`config.mk`:
```
export PLATFORM = sky130hd
export DESIGN_NAME = pwm_dac_multi_flat
export DESIGN_NICKNAME = d
export VERILOG_FILES = /design/src/rtl/pwm_dac_if.sv /design/src/rtl/pwm_dac_multi.sv /design/src/flat_wrapper.sv
export SDC_FILE = /design/constraint.sdc
export NUM_CORES = 1
export LEC_CHECK = 0
export BUFFER_PORTS_ARGS = -buffer_cell sky130_fd_sc_hd__buf_2
export CORE_UTILIZATION = 37
export DETAILED_ROUTE_END_ITERATION = 16
export PLACE_DENSITY_LB_ADDON = 0.08
export RECOVER_POWER = 100
export SYNTH_ARGS = -nofsm -noshare
export SYNTH_HDL_FRONTEND = slang
export SYNTH_SLANG_ARGS = --single-unit
```
`constraint.sdc`:
```
create_clock -name clk -period 4.97 [get_ports clk]
set_input_delay 0.497 -clock clk [delete_from_list [all_inputs] [get_ports clk]]
set_output_delay 0.497 -clock clk [all_outputs]
set_load 0.01 [all_outputs]
```
`src/rtl/pwm_dac_if.sv`:
```
// Sample/control bus into the multi-channel PWM / sigma-delta DAC and
// the registered 1-bit outputs coming back out of it.
interface pwm_dac_if #(
  parameter int WIDTH    = 8,
  parameter int CHANNELS = 4
);
  logic [CHANNELS*WIDTH-1:0] digital_in;
  logic                      load;
  logic                      mode;
  logic [CHANNELS-1:0]       enable;
  logic [CHANNELS-1:0]       pwm;
  logic                      period_start;

  // Mixer side drives samples and controls.
  modport master (
    output digital_in, load, mode, enable,
    input  pwm, period_start
  );

  // DAC side consumes samples and drives the pins.
  modport slave (
    input  digital_in, load, mode, enable,
    output pwm, period_start
  );
endinterface

```
`src/rtl/pwm_dac_multi.sv`:
```
// pwm_dac_multi: CHANNELS independent 1-bit DAC outputs sharing one
// 2^WIDTH-cycle period counter. Samples are double-buffered (shadow ->
// active) and everything the outputs depend on is swapped only at the
// last cycle of a period, so a period is never cut short or glitched.

// One output channel: PWM compare or first-order sigma-delta.
module pwm_dac_lane #(
  parameter int WIDTH = 8
) (
  input  logic             clk,
  input  logic             rst_n,
  input  logic [WIDTH-1:0] i_cnt,
  input  logic [WIDTH-1:0] i_active,
  input  logic             i_en,
  input  logic             i_mode,
  input  logic             i_acc_clr,
  output logic             o_pwm
);
  logic [WIDTH-1:0] r_acc;
  logic             r_pwm;
  logic [WIDTH:0]   w_sum;

  // Carry out of the accumulator is the sigma-delta bit.
  assign w_sum = {1'b0, r_acc} + {1'b0, i_active};

  // Output bit and accumulator; a disabled lane parks its accumulator at 0
  // so re-enabling always starts the sigma-delta pattern from a clean phase.
  always_ff @(posedge clk) begin
    if (!rst_n) begin
      r_acc <= '0;
      r_pwm <= 1'b0;
    end else begin
      if (!i_en)       r_pwm <= 1'b0;
      else if (i_mode) r_pwm <= w_sum[WIDTH];
      else             r_pwm <= (i_cnt < i_active);

      if (i_acc_clr || !i_en) r_acc <= '0;
      else if (i_mode)        r_acc <= w_sum[WIDTH-1:0];
    end
  end

  assign o_pwm = r_pwm;
endmodule

module pwm_dac_multi #(
  parameter int WIDTH    = 8,
  parameter int CHANNELS = 4
) (
  input  logic      clk,
  input  logic      rst_n,
  pwm_dac_if.slave  bus
);
  logic [WIDTH-1:0]                 r_cnt;
  logic [CHANNELS-1:0][WIDTH-1:0]   r_shadow;
  logic [CHANNELS-1:0][WIDTH-1:0]   r_active;
  logic                             r_mode_act;
  logic [CHANNELS-1:0]              r_en_act;
  logic                             r_period_start;

  logic [CHANNELS-1:0][WIDTH-1:0]   w_din;
  logic                             w_boundary;
  logic                             w_acc_clr;
  logic [CHANNELS-1:0]              w_pwm;

  // Channel i sits at digital_in[i*WIDTH +: WIDTH]; the packed 2-D view
  // has exactly the same bit layout.
  assign w_din      = bus.digital_in;
  assign w_boundary = (r_cnt == '1);
  // Switching modes restarts every accumulator so the new mode begins
  // from a known phase.
  assign w_acc_clr  = w_boundary && (bus.mode != r_mode_act);

  // Free-running period counter, wraps naturally at 2^WIDTH.
  always_ff @(posedge clk) begin
    if (!rst_n) r_cnt <= '0;
    else        r_cnt <= r_cnt + WIDTH'(1);
  end

  // Shadow buffer: any load overwrites it; the running period never sees it.
  always_ff @(posedge clk) begin
    if (!rst_n)        r_shadow <= '0;
    else if (bus.load) r_shadow <= w_din;
  end

  // Period-boundary swap; a load in the boundary cycle bypasses the shadow
  // so the newest sample is not delayed a whole period.
  always_ff @(posedge clk) begin
    if (!rst_n) begin
      r_active   <= '0;
      r_mode_act <= 1'b0;
      r_en_act   <= '0;
    end else if (w_boundary) begin
      r_active   <= bus.load ? w_din : r_shadow;
      r_mode_act <= bus.mode;
      r_en_act   <= bus.enable;
    end
  end

  // Marks the first output cycle of each period, aligned with the lane outputs.
  always_ff @(posedge clk) begin
    if (!rst_n) r_period_start <= 1'b0;
    else        r_period_start <= (r_cnt == '0);
  end

  for (genvar g = 0; g < CHANNELS; g++) begin : g_lane
    pwm_dac_lane #(.WIDTH(WIDTH)) u_lane (
      .clk       (clk),
      .rst_n     (rst_n),
      .i_cnt     (r_cnt),
      .i_active  (r_active[g]),
      .i_en      (r_en_act[g]),
      .i_mode    (r_mode_act),
      .i_acc_clr (w_acc_clr),
      .o_pwm     (w_pwm[g])
    );
  end

  assign bus.pwm          = w_pwm;
  assign bus.period_start = r_period_start;
endmodule
```
`src/flat_wrapper.sv`:
```
// flat-port wrapper written by rule: the top's interface ports become plain ports
module pwm_dac_multi_flat 
#(
  parameter int WIDTH    = 8,
  parameter int CHANNELS = 4
)
  (clk, rst_n, bus_digital_in, bus_load, bus_mode, bus_enable, bus_pwm, bus_period_start);
  pwm_dac_if #(.WIDTH(WIDTH), .CHANNELS(CHANNELS)) bus_i ();
  input  logic clk;
  input  logic rst_n;
  input wire logic [$bits(bus_i.digital_in)-1:0] bus_digital_in;
  input wire logic [$bits(bus_i.load)-1:0] bus_load;
  input wire logic [$bits(bus_i.mode)-1:0] bus_mode;
  input wire logic [$bits(bus_i.enable)-1:0] bus_enable;
  output wire logic [$bits(bus_i.pwm)-1:0] bus_pwm;
  output wire logic [$bits(bus_i.period_start)-1:0] bus_period_start;
  assign bus_i.digital_in = bus_digital_in;
  assign bus_i.load = bus_load;
  assign bus_i.mode = bus_mode;
  assign bus_i.enable = bus_enable;
  assign bus_pwm = bus_i.pwm;
  assign bus_period_start = bus_i.period_start;
  pwm_dac_multi #(.WIDTH(WIDTH), .CHANNELS(CHANNELS)) u_core (.clk(clk), .rst_n(rst_n), .bus(bus_i));
endmodule
```
==> results.py, run 1 <==
metrics = {
    "status": {
        "status": "finished, violations left",
        "violations": "capacitance limit, slew limit",
    },
    "clock_network": {
        "postCtsHoldBufs": 0,
        "cts_setup_buffers": 0,
        "cts_max_path_buffers": 2,
        "ctsResizeCount": 0,
        "cts.sinks": 114,
        "htreeDepth": 4,
        "cts_tree": "done",
        "clkTransAtPathRegs_ps": 50,
        "cts-root-buf": "clkbuf_16",
        "clkLatencyLatePin_ps": 420,
        "cts_buffers": 17,
    },
    "synthesis": {
        "avgSynthCellArea_um2": 9.35,
        "async_reset_ff_share_pct": 0,
        "yosysMostFrequentCell": "dfxtp_1",
        "synth-main-ff-cell": "dfxtp_1",
        "synth_fp_nets": 790,
        "yosysUniqueCellTypes": 52,
        "synth-edff-count": 0,
        "synth_common_cells": "dfxtp_1, nand2_1, ha_1, mux2i_1, nor2b_1",
        "synth_area_mm2": 0.00639,
        "syn_inst": 684,
        "ys_seq_area_share_pct": 35.7,
        "synthTopCellsByArea": "dfxtp_1, ha_1, mux2i_1",
        "synth_seq_cells": 114,
        "yosysTopAreaCell": "dfxtp_1",
        "yosysWarnings": 0,
        "synth_top_area_share_pct": 35.7,
    },
    "place": {
        "dp_hpwl_um": 10200,
        "gp_congestion": 0.784,
        "numPortBuffers": 44,
    },
    "sta": {
        "setup_violations": 0,
        "slew_violations": 126,
        "rsz0062_at_grt": "no",
        "fin_crit_ps": 3420,
        "relSlewSlack_pct": -56.7,
        "finalSetupTns_ps": 0,
        "hold_viol_final": 0,
        "fmax_ghz": 0.292,
        "timing.hold.ws_ps": 347,
        "tightest_slew_ps": 2350,
        "skew_ps": 9.51,
        "final.period_utilization_pct": 68.9,
    },
    "critical_path": {
        "crit_fanout": 10,
        "cp-end-kind": "flop",
        "required_ps": 5170,
        "startpoint_type": "flop",
        "crit_type": "reg2reg",
        "arrival_ps": 3620,
        "rrSetupSlack_ps": 1550,
    },
    "grt": {
        "grt_start_max_net_pins": 50,
        "grt_pass1_wl_um": 24200,
        "grt_overflow": 0,
        "grt_pass1_vias": 4715,
        "grt_antenna_before_repair": 0,
        "grtUsageTotal_pct": 17.5,
    },
    "detailed_routing": {
        "drtIter0Drc": 196,
        "via_per_inst": 5.16,
        "dr.pass1.iters": 4,
        "vias": 4898,
        "drc": 0,
        "drt.antenna.violating_nets": 0,
        "wl_um": 14600,
        "wl_per_cell_um": 15.4,
    },
    "floorplanning": {
        "chipWidth_um": 133,
        "io_pins": 45,
        "num_rows": 47,
        "design.die.area_mm2": 0.0178,
        "start_util_pct": 38.3,
        "coreArea_mm2": 0.0167,
        "die_h_um": 133,
    },
    "pwr": {
        "ir_worst_vdd_mv": 0.212,
        "p_leak_nw": 3.38,
        "p_per_area_mw_per_mm2": 321,
    },
    "job": {
        "drv_cap": 6,
    },
    "cells_and_area": {
        "post-route-util_pct": 43.4,
        "fin_nets": 822,
        "drive_gt1_share_pct": 10.8,
        "n_antenna_cell": 0,
        "area_growth_pct": 13.5,
    },
    "min_path": {
        "min_path_type": "in2reg",
    },
}
## stage by stage
step           cells  setup slack [ps]  instance area (µm²)  total power, mW
2_1_floorplan    684              3220                 6390             1.03
6_report         949              1550                 7250             2.33
4_1_cts          949              2240                 7340             2.37
5_1_grt          949              1070                 7250             2.43
3_5_place_dp     917              2250                 6720             1.06
3_3_place_gp     917              2320                 6720             1.06
## cell families (layout without fill, tap and decap cells)
family                     Yosys count  after routing  synth area share, %
muxes                               53             53                 8.30
DFF                                114            114                 35.7
and+or+nand+nor                    209            209                 16.8
adders and majority gates           66             66                 13.4
AOI/OAI and AO/OA                  157            157                 19.0
buffers and inverters               79            124                 5.68
xor gates and xnor gates             6              6                 1.12
## registers in the layout (all words and copies together), names as in the netlist
name	flops
u_core.g_lane.u_lane.r_acc	32
u_core.r_active	32
u_core.r_shadow	32
u_core.r_cnt	8
u_core.g_lane.u_lane.o_pwm	4
u_core.r_en_act	4
u_core.bus.period_start	1
u_core.r_mode_act	1
## report_power, final
part,internal [mW],total [mW],switching (mW)
Sequential,0.933,0.941,0.00872
Combinational,0.0474,0.0982,0.0508
Clock,0.854,1.29,0.439
## worst paths after layout
kind,start,to,cells past startpoint
max,u_core.r_cnt[1]$_SDFF_PN0_,u_core.g_lane[2].u_lane.r_acc[7]$_SDFFE_PP0P_,6
min,bus_enable[1],u_core.r_en_act[1]$_SDFFE_PN0P_,3
max reg2reg,u_core.r_cnt[1]$_SDFF_PN0_,u_core.g_lane[2].u_lane.r_acc[7]$_SDFFE_PP0P_,6
min reg2reg,u_core.g_lane[3].u_lane.r_acc[4]$_SDFFE_PP0P_,u_core.g_lane[3].u_lane.r_acc[4]$_SDFFE_PP0P_,2
## layout make-up
type / instances / area [µm²]
Fill cell: 1650 / 9450
Clock inverter: 8 / 124
Clock buffer: 24 / 502
Timing Repair Buffer: 47 / 230
Tap cell: 220 / 275
Inverter: 45 / 169
Sequential cell: 114 / 2280
Multi-Input combinational cell: 491 / 3670
## layer usage
layer | share of wire [%] | vias to the layer above | track usage (%)
li1 | - | 2502 | -
met1 | 51 | 2315 | 23.7
met2 | 44 | 65 | 26.6
met3 | 3.2 | 16 | 4.60
met4 | 1.2 | 0 | 6.19
met5 | 0 | - | 0
## layout by cell type, fill, tap and decap left out, types with 17 or more instances in the layout
cell type	Yosys	layout
buf_2	8	37
o211a_1	32	32
nand2_1	63	63
nor2_1	34	34
ha_1	62	62
o21ai_0	19	22
inv_1	44	44
dfxtp_1	114	114
mux2i_1	53	53
nor2b_1	46	46
clkbuf_16	0	17
a21oi_1	29	29
## critical path, cell delays in order (launching register included)
cell and delay [ps]:
dfxtp_1 460, ha_1 280, nand3_1 230, o311ai_0 1870
nor3_1 60, mux2i_1 200, o21ai_0 110
(Power assumes the default switching activity.)
==> inputs of run 2 (changes only) <==
==> constraint.sdc (replaced) <==
create_clock -name clk -period 3.55 [get_ports clk]
set_input_delay 0.355 -clock clk [delete_from_list [all_inputs] [get_ports clk]]
set_output_delay 0.355 -clock clk [all_outputs]
set_load 0.01 [all_outputs]
==> results.py, run 2 (same netlist as run 1, synthesis figures left out) <==
metrics = {
    "critical_path": {
        "rr_worst_depth": 6,
        "startpoint_type": "flop",
        "crit_end": "u_core.r_en_act[1]$_SDFFE_PN0P_",
        "path_depth": 6,
        "rrSetupSlack_ps": 810,
        "crit_type": "reg2reg",
        "cpLargestDelayFamily": "buffers and inverters",
        "r2r_end": "u_core.r_en_act[1]$_SDFFE_PN0P_",
        "crit_path_max_incr_delay_ps": 810,
        "worstPathCellList": "ha_1 -> nand3_2 -> nor2_4 -> clkbuf_1 -> mux2i_1 -> nor2b_1",
        "crit_start": "u_core.r_cnt[1]$_SDFF_PN0_",
        "critPathSlowestCell": "clkbuf_1",
        "cp-end-kind": "flop",
        "r2r_start": "u_core.r_cnt[1]$_SDFF_PN0_",
        "path_buf_inv": 1,
        "required_ps": 3860,
        "crit_fanout": 23,
        "arrival_ps": 3040,
    },
    "status": {
        "status": "finished, violations left",
        "violations": "capacitance limit, slew limit",
    },
    "detailed_routing": {
        "via_per_inst": 5.11,
        "dr.pass1.iters": 4,
        "vias": 4856,
        "drtIter0Drc": 209,
        "drt.antenna.violating_nets": 0,
        "wl_per_cell_um": 15.0,
        "drc": 0,
        "wl_um": 14300,
    },
    "sta": {
        "slew_violations": 116,
        "fin_crit_ps": 2740,
        "fmax_ghz": 0.365,
        "fin_ws_ps": 811,
        "rsz0062_at_grt": "no",
        "final.period_utilization_pct": 77.2,
        "setup_violations": 0,
        "skew_ps": 6.38,
        "finalSetupTns_ps": 0,
        "tightest_slew_ps": 2300,
        "hold_viol_final": 0,
        "relSlewSlack_pct": -53.0,
    },
    "floorplanning": {
        "chipWidth_um": 133,
        "design.die.area_mm2": 0.0178,
        "die_h_um": 133,
        "coreArea_mm2": 0.0167,
        "num_rows": 47,
        "start_util_pct": 38.3,
        "io_pins": 45,
    },
    "grt": {
        "grt_antenna_before_repair": 0,
        "grt_pass1_vias": 4756,
        "grt_pass1_wl_um": 24000,
        "grt_overflow": 0,
        "grt_start_max_net_pins": 47,
        "grtUsageTotal_pct": 17.2,
    },
    "cells_and_area": {
        "drive_gt1_share_pct": 11.6,
        "area_growth_pct": 14.4,
        "most-common-layout-cells": "dfxtp_1, nand2_1, ha_1, mux2i_1, nor2b_1",
        "n_antenna_cell": 0,
        "post-route-util_pct": 43.8,
        "fin_nets": 824,
        "layout_commonest_cell": "dfxtp_1",
        "reg_top3": "u_core.g_lane.u_lane.r_acc x32, u_core.r_active x32, u_core.r_shadow x32",
    },
    "clock_network": {
        "cts-root-buf": "clkbuf_16",
        "cts.sinks": 114,
        "cts_max_path_buffers": 2,
        "postCtsHoldBufs": 0,
        "cts_setup_buffers": 0,
        "cts_buffers": 17,
        "ctsResizeCount": 0,
        "clkTransAtPathRegs_ps": 50,
        "cts_tree": "done",
        "clkLatencyLatePin_ps": 410,
        "htreeDepth": 4,
    },
    "min_path": {
        "min_path_type": "in2reg",
    },
    "pwr": {
        "p_leak_nw": 3.40,
        "p_per_area_mw_per_mm2": 447,
        "ir_worst_vdd_mv": 0.295,
        "power_mw": 3.27,
    },
    "place": {
        "gp_congestion": 0.774,
        "numPortBuffers": 44,
        "pre_cts_ws_ps": 1260,
        "dp_hpwl_um": 10100,
    },
    "job": {
        "drv_cap": 3,
    },
}
==> run 2: cell count changes in the layout (fill, tap and decap cells not counted), sizes merged <==
cell,delta
clkinv,+2
clkbuf,-3
clkinvlp,-1
buf,+2
bufinv,+1
==> run 2: worst min-delay path by stage <==
| stage | from | to | depth (start not counted) |
|---|---|---|---|
| after floorplan | u_core.g_lane[1].u_lane.r_acc[7]$_SDFFE_PP0P_ | u_core.g_lane[1].u_lane.r_acc[7]$_SDFFE_PP0P_ | 2 |
| after global placement | u_core.g_lane[3].u_lane.r_acc[7]$_SDFFE_PP0P_ | u_core.g_lane[3].u_lane.r_acc[7]$_SDFFE_PP0P_ | 2 |
| after detailed placement | u_core.g_lane[2].u_lane.r_acc[7]$_SDFFE_PP0P_ | u_core.g_lane[2].u_lane.r_acc[7]$_SDFFE_PP0P_ | 2 |
| after CTS | bus_enable[0] | u_core.r_en_act[0]$_SDFFE_PN0P_ | 3 |
| after global routing | bus_enable[0] | u_core.r_en_act[0]$_SDFFE_PN0P_ | 3 |
| final | bus_enable[0] | u_core.r_en_act[0]$_SDFFE_PN0P_ | 3 |
==> run 2: power breakdown <==
part | total (mW) | switching (mW) | internal (mW)
Clock | 1.81 | 0.590 | 1.22
Sequential | 1.32 | 0.0122 | 1.31
Combinational | 0.139 | 0.0727 | 0.0666
==> run 2: metal layers <==
metal / global-route usage [%] / share of wire, % / wire length, µm
met1: 22.8 / 50 / 7190
met2: 27.4 / 45 / 6440
met3: 4.72 / 3.3 / 475
met4: 4.86 / 1.0 / 148
met5: 0 / 0 / 0
==> run 2: per-stage QoR <==
stage               instances  area (µm²)  hold WS (ps)
floorplan                 684        6390           441
detailed placement        919        6730           460
finish                    950        7310           216
global route              950        7310           226
CTS                       950        7360           199
global placement          919        6730           450
==> run 2: tightest hold or removal path, cell delays in order <==
cell	delay [ps]
buf_2	90
mux2i_1	60
nor2b_1	90
==> run 2: layout make-up <==
cell class,count,area (µm²)
inverters,45,169
clock inverters,10,156
repair buffers,49,243
well taps,220,275
flip-flops and latches,114,2280
fillers,1643,9390
clock buffers,21,470
multi-input cells,491,3720
==> inputs of run 3 (changes only) <==
--- a/config.mk
+++ b/config.mk
@@ -5,6 +5,7 @@
 export SDC_FILE = /design/constraint.sdc
 export NUM_CORES = 1
 export LEC_CHECK = 0
+export ABC_AREA = 1
 export BUFFER_PORTS_ARGS = -buffer_cell sky130_fd_sc_hd__buf_2
 export CORE_UTILIZATION = 37
 export DETAILED_ROUTE_END_ITERATION = 16
==> constraint.sdc (replaced) <==
create_clock -name clk -period 2.6 [get_ports clk]
set_input_delay 0.26 -clock clk [delete_from_list [all_inputs] [get_ports clk]]
set_output_delay 0.26 -clock clk [all_outputs]
set_load 0.01 [all_outputs]
==> results.py, run 3 <==
metrics = {
    "synthesis": {
        "yosysWarnings": 0,
        "synth-edff-count": 0,
        "syn_inst": 985,
        "synthTopCellsByArea": "dfxtp_1, nand2_1, ha_1",
        "synth_common_cells": "nand2_1, inv_1, dfxtp_1, nor2_1, a21oi_1",
        "synth_area_mm2": 0.00673,
        "synth_top_area_share_pct": 33.9,
        "yosysUniqueCellTypes": 30,
        "async_reset_ff_share_pct": 0,
        "synth-main-ff-cell": "dfxtp_1",
        "synth_seq_cells": 114,
        "synth_fp_nets": 1091,
        "ys_seq_area_share_pct": 33.9,
        "yosysMostFrequentCell": "nand2_1",
        "avgSynthCellArea_um2": 6.83,
        "yosysTopAreaCell": "dfxtp_1",
    },
    "clock_network": {
        "ctsResizeCount": 0,
        "cts_setup_buffers": 0,
        "cts_buffers": 17,
        "cts.sinks": 114,
        "clkLatencyLatePin_ps": 420,
        "htreeDepth": 4,
        "postCtsHoldBufs": 0,
        "cts-root-buf": "clkbuf_16",
        "clkTransAtPathRegs_ps": 60,
        "cts_max_path_buffers": 2,
        "cts_tree": "done",
    },
    "sta": {
        "timing.hold.ws_ps": 122,
        "fin_crit_ps": 2170,
        "hold_viol_final": 0,
        "slew_violations": 0,
        "relSlewSlack_pct": 19.8,
        "fmax_ghz": 0.461,
        "finalSetupTns_ps": 0,
        "final.period_utilization_pct": 83.5,
        "tightest_slew_ps": 1200,
        "setup_violations": 0,
        "rsz0062_at_grt": "no",
        "skew_ps": 10.8,
    },
    "critical_path": {
        "crit_type": "reg2reg",
        "startpoint_type": "flop",
        "cp-end-kind": "flop",
        "crit_fanout": 36,
        "worstPathCellList": "ha_1 -> nand2_1 -> nor2_1 -> nand2_2 -> buf_4 -> o21ai_0 -> a21oi_1",
        "arrival_ps": 2440,
        "critPathSlowestCell": "dfxtp_1",
        "crit_path_max_incr_delay_ps": 470,
        "required_ps": 2870,
    },
    "pwr": {
        "p_per_area_mw_per_mm2": 561,
        "power_frac_seq_pct": 41.8,
        "p_leak_nw": 3.75,
        "swShare_pct": 25.2,
        "comb_power_share_pct": 5.9,
        "internal-power_mw": 3.23,
        "switchingPower_mw": 1.08,
        "power_mw": 4.31,
        "clockPowerShare_pct": 52.3,
        "ir_worst_vdd_mv": 0.454,
    },
    "place": {
        "numPortBuffers": 44,
        "gp_congestion": 0.769,
        "dp_hpwl_um": 11900,
    },
    "floorplanning": {
        "start_util_pct": 38.4,
        "num_rows": 48,
        "coreArea_mm2": 0.0175,
        "die_h_um": 137,
        "design.die.area_mm2": 0.0187,
        "io_pins": 45,
        "chipWidth_um": 137,
    },
    "grt": {
        "grt_pass1_vias": 5298,
        "grt_antenna_before_repair": 0,
        "grt_pass1_wl_um": 26800,
        "grtUsageTotal_pct": 18.7,
        "grt_start_max_net_pins": 37,
        "grt_overflow": 0,
    },
    "cells_and_area": {
        "area_growth_pct": 14.2,
        "drive_gt1_share_pct": 9.62,
        "layout_commonest_cell": "nand2_1",
        "most-common-layout-cells": "nand2_1, inv_1, dfxtp_1, nor2_1, a21oi_1",
        "n_antenna_cell": 0,
        "reg_top3": "u_core.g_lane.u_lane.r_acc x32, u_core.r_active x32, u_core.r_shadow x32",
        "fin_nets": 1133,
    },
    "min_path": {
        "min_path_type": "in2reg",
    },
    "detailed_routing": {
        "wl_per_cell_um": 12.6,
        "vias": 5653,
        "drtIter0Drc": 328,
        "dr.pass1.iters": 4,
        "drt.antenna.violating_nets": 0,
        "drc": 0,
        "via_per_inst": 4.47,
        "wl_um": 16000,
    },
    "job": {
        "drv_cap": 0,
    },
    "status": {
        "status": "completed",
    },
}
-- run 3: cell count changes after synthesis, sizes merged, moves of 32 or more --
cell / previous run / this run
o211a: 32 / 0
a21oi: 29 / 72
nand2: 63 / 231
mux2i: 53 / 0
nor2: 38 / 103
inv: 45 / 186
nand3: 12 / 63
nor2b: 46 / 0
-- run 3: metrics by stage --
step                      instances  instance area (µm²)  utilization [%]  setup WS [ps]
after global routing           1265                 7680             43.8            234
final                          1265                 7680             43.8            429
after CTS                      1265                 7720             44.0            572
after floorplan                 985                 6730                -            869
after detailed placement       1233                 7150             40.8            581
after global placement         1233                 7150             40.8            581
-- run 3: logic make-up (layout without fill, tap and decap cells) --
family / after synthesis / in the layout / synth area share (%)
compound gates: 158 / 158 / 13.4
xor+xnor: 6 / 6 / 0.781
fa+ha+maj: 66 / 66 / 12.7
buf+inv: 222 / 277 / 13.4
flops: 114 / 114 / 33.9
simple gates: 419 / 419 / 25.8
-- run 3: per-layer routing --
layer | global-route usage, % | share of wire, % | vias to the layer above
li1 | - | - | 3169
met1 | 28.4 | 57 | 2394
met2 | 26.7 | 39 | 79
met3 | 2.93 | 2.5 | 11
met4 | 5.86 | 1.1 | 0
met5 | 0 | 0 | -
-- run 3: final cells by class --
class / instances / area [µm²]
repair buffers: 58 / 315
multi-input cells: 649 / 3530
well taps: 225 / 282
inverters: 187 / 702
clock buffers: 17 / 425
clock inverters: 15 / 145
flip-flops and latches: 114 / 2280
fillers: 1839 / 9850
-- run 3: worst paths after layout --
kind / start / end / slack (ps) / cells past startpoint
worst min-delay path: bus_enable[3] / u_core.r_en_act[3]$_SDFFE_PN0P_ / 120 / 3
worst max register to register: u_core.r_cnt[1]$_SDFF_PN0_ / u_core.r_mode_act$_SDFFE_PN0P_ / 430 / 7
worst max-delay path: u_core.r_cnt[1]$_SDFF_PN0_ / u_core.r_mode_act$_SDFFE_PN0P_ / 430 / 7
worst min register to register: u_core.r_en_act[2]$_SDFFE_PN0P_ / u_core.r_en_act[2]$_SDFFE_PN0P_ / 470 / 2
-- run 3: power groups by stage --
stage,sequential [mW],clock [mW],combinational (mW)
floorplan,1.84,0,0.168
finish,1.80,2.26,0.253
detailed placement,1.84,0,0.255
CTS,1.80,2.32,0.257
global route,1.81,2.40,0.296
global placement,1.84,0,0.256
-- run 3: worst max-delay path, delay by kind of cell (launching register included) --
kind	cells	cell delay (ps)
buf+inv	1	360
compound gates	2	240
fa+ha+maj	1	230
simple gates	3	720
flops	1	470
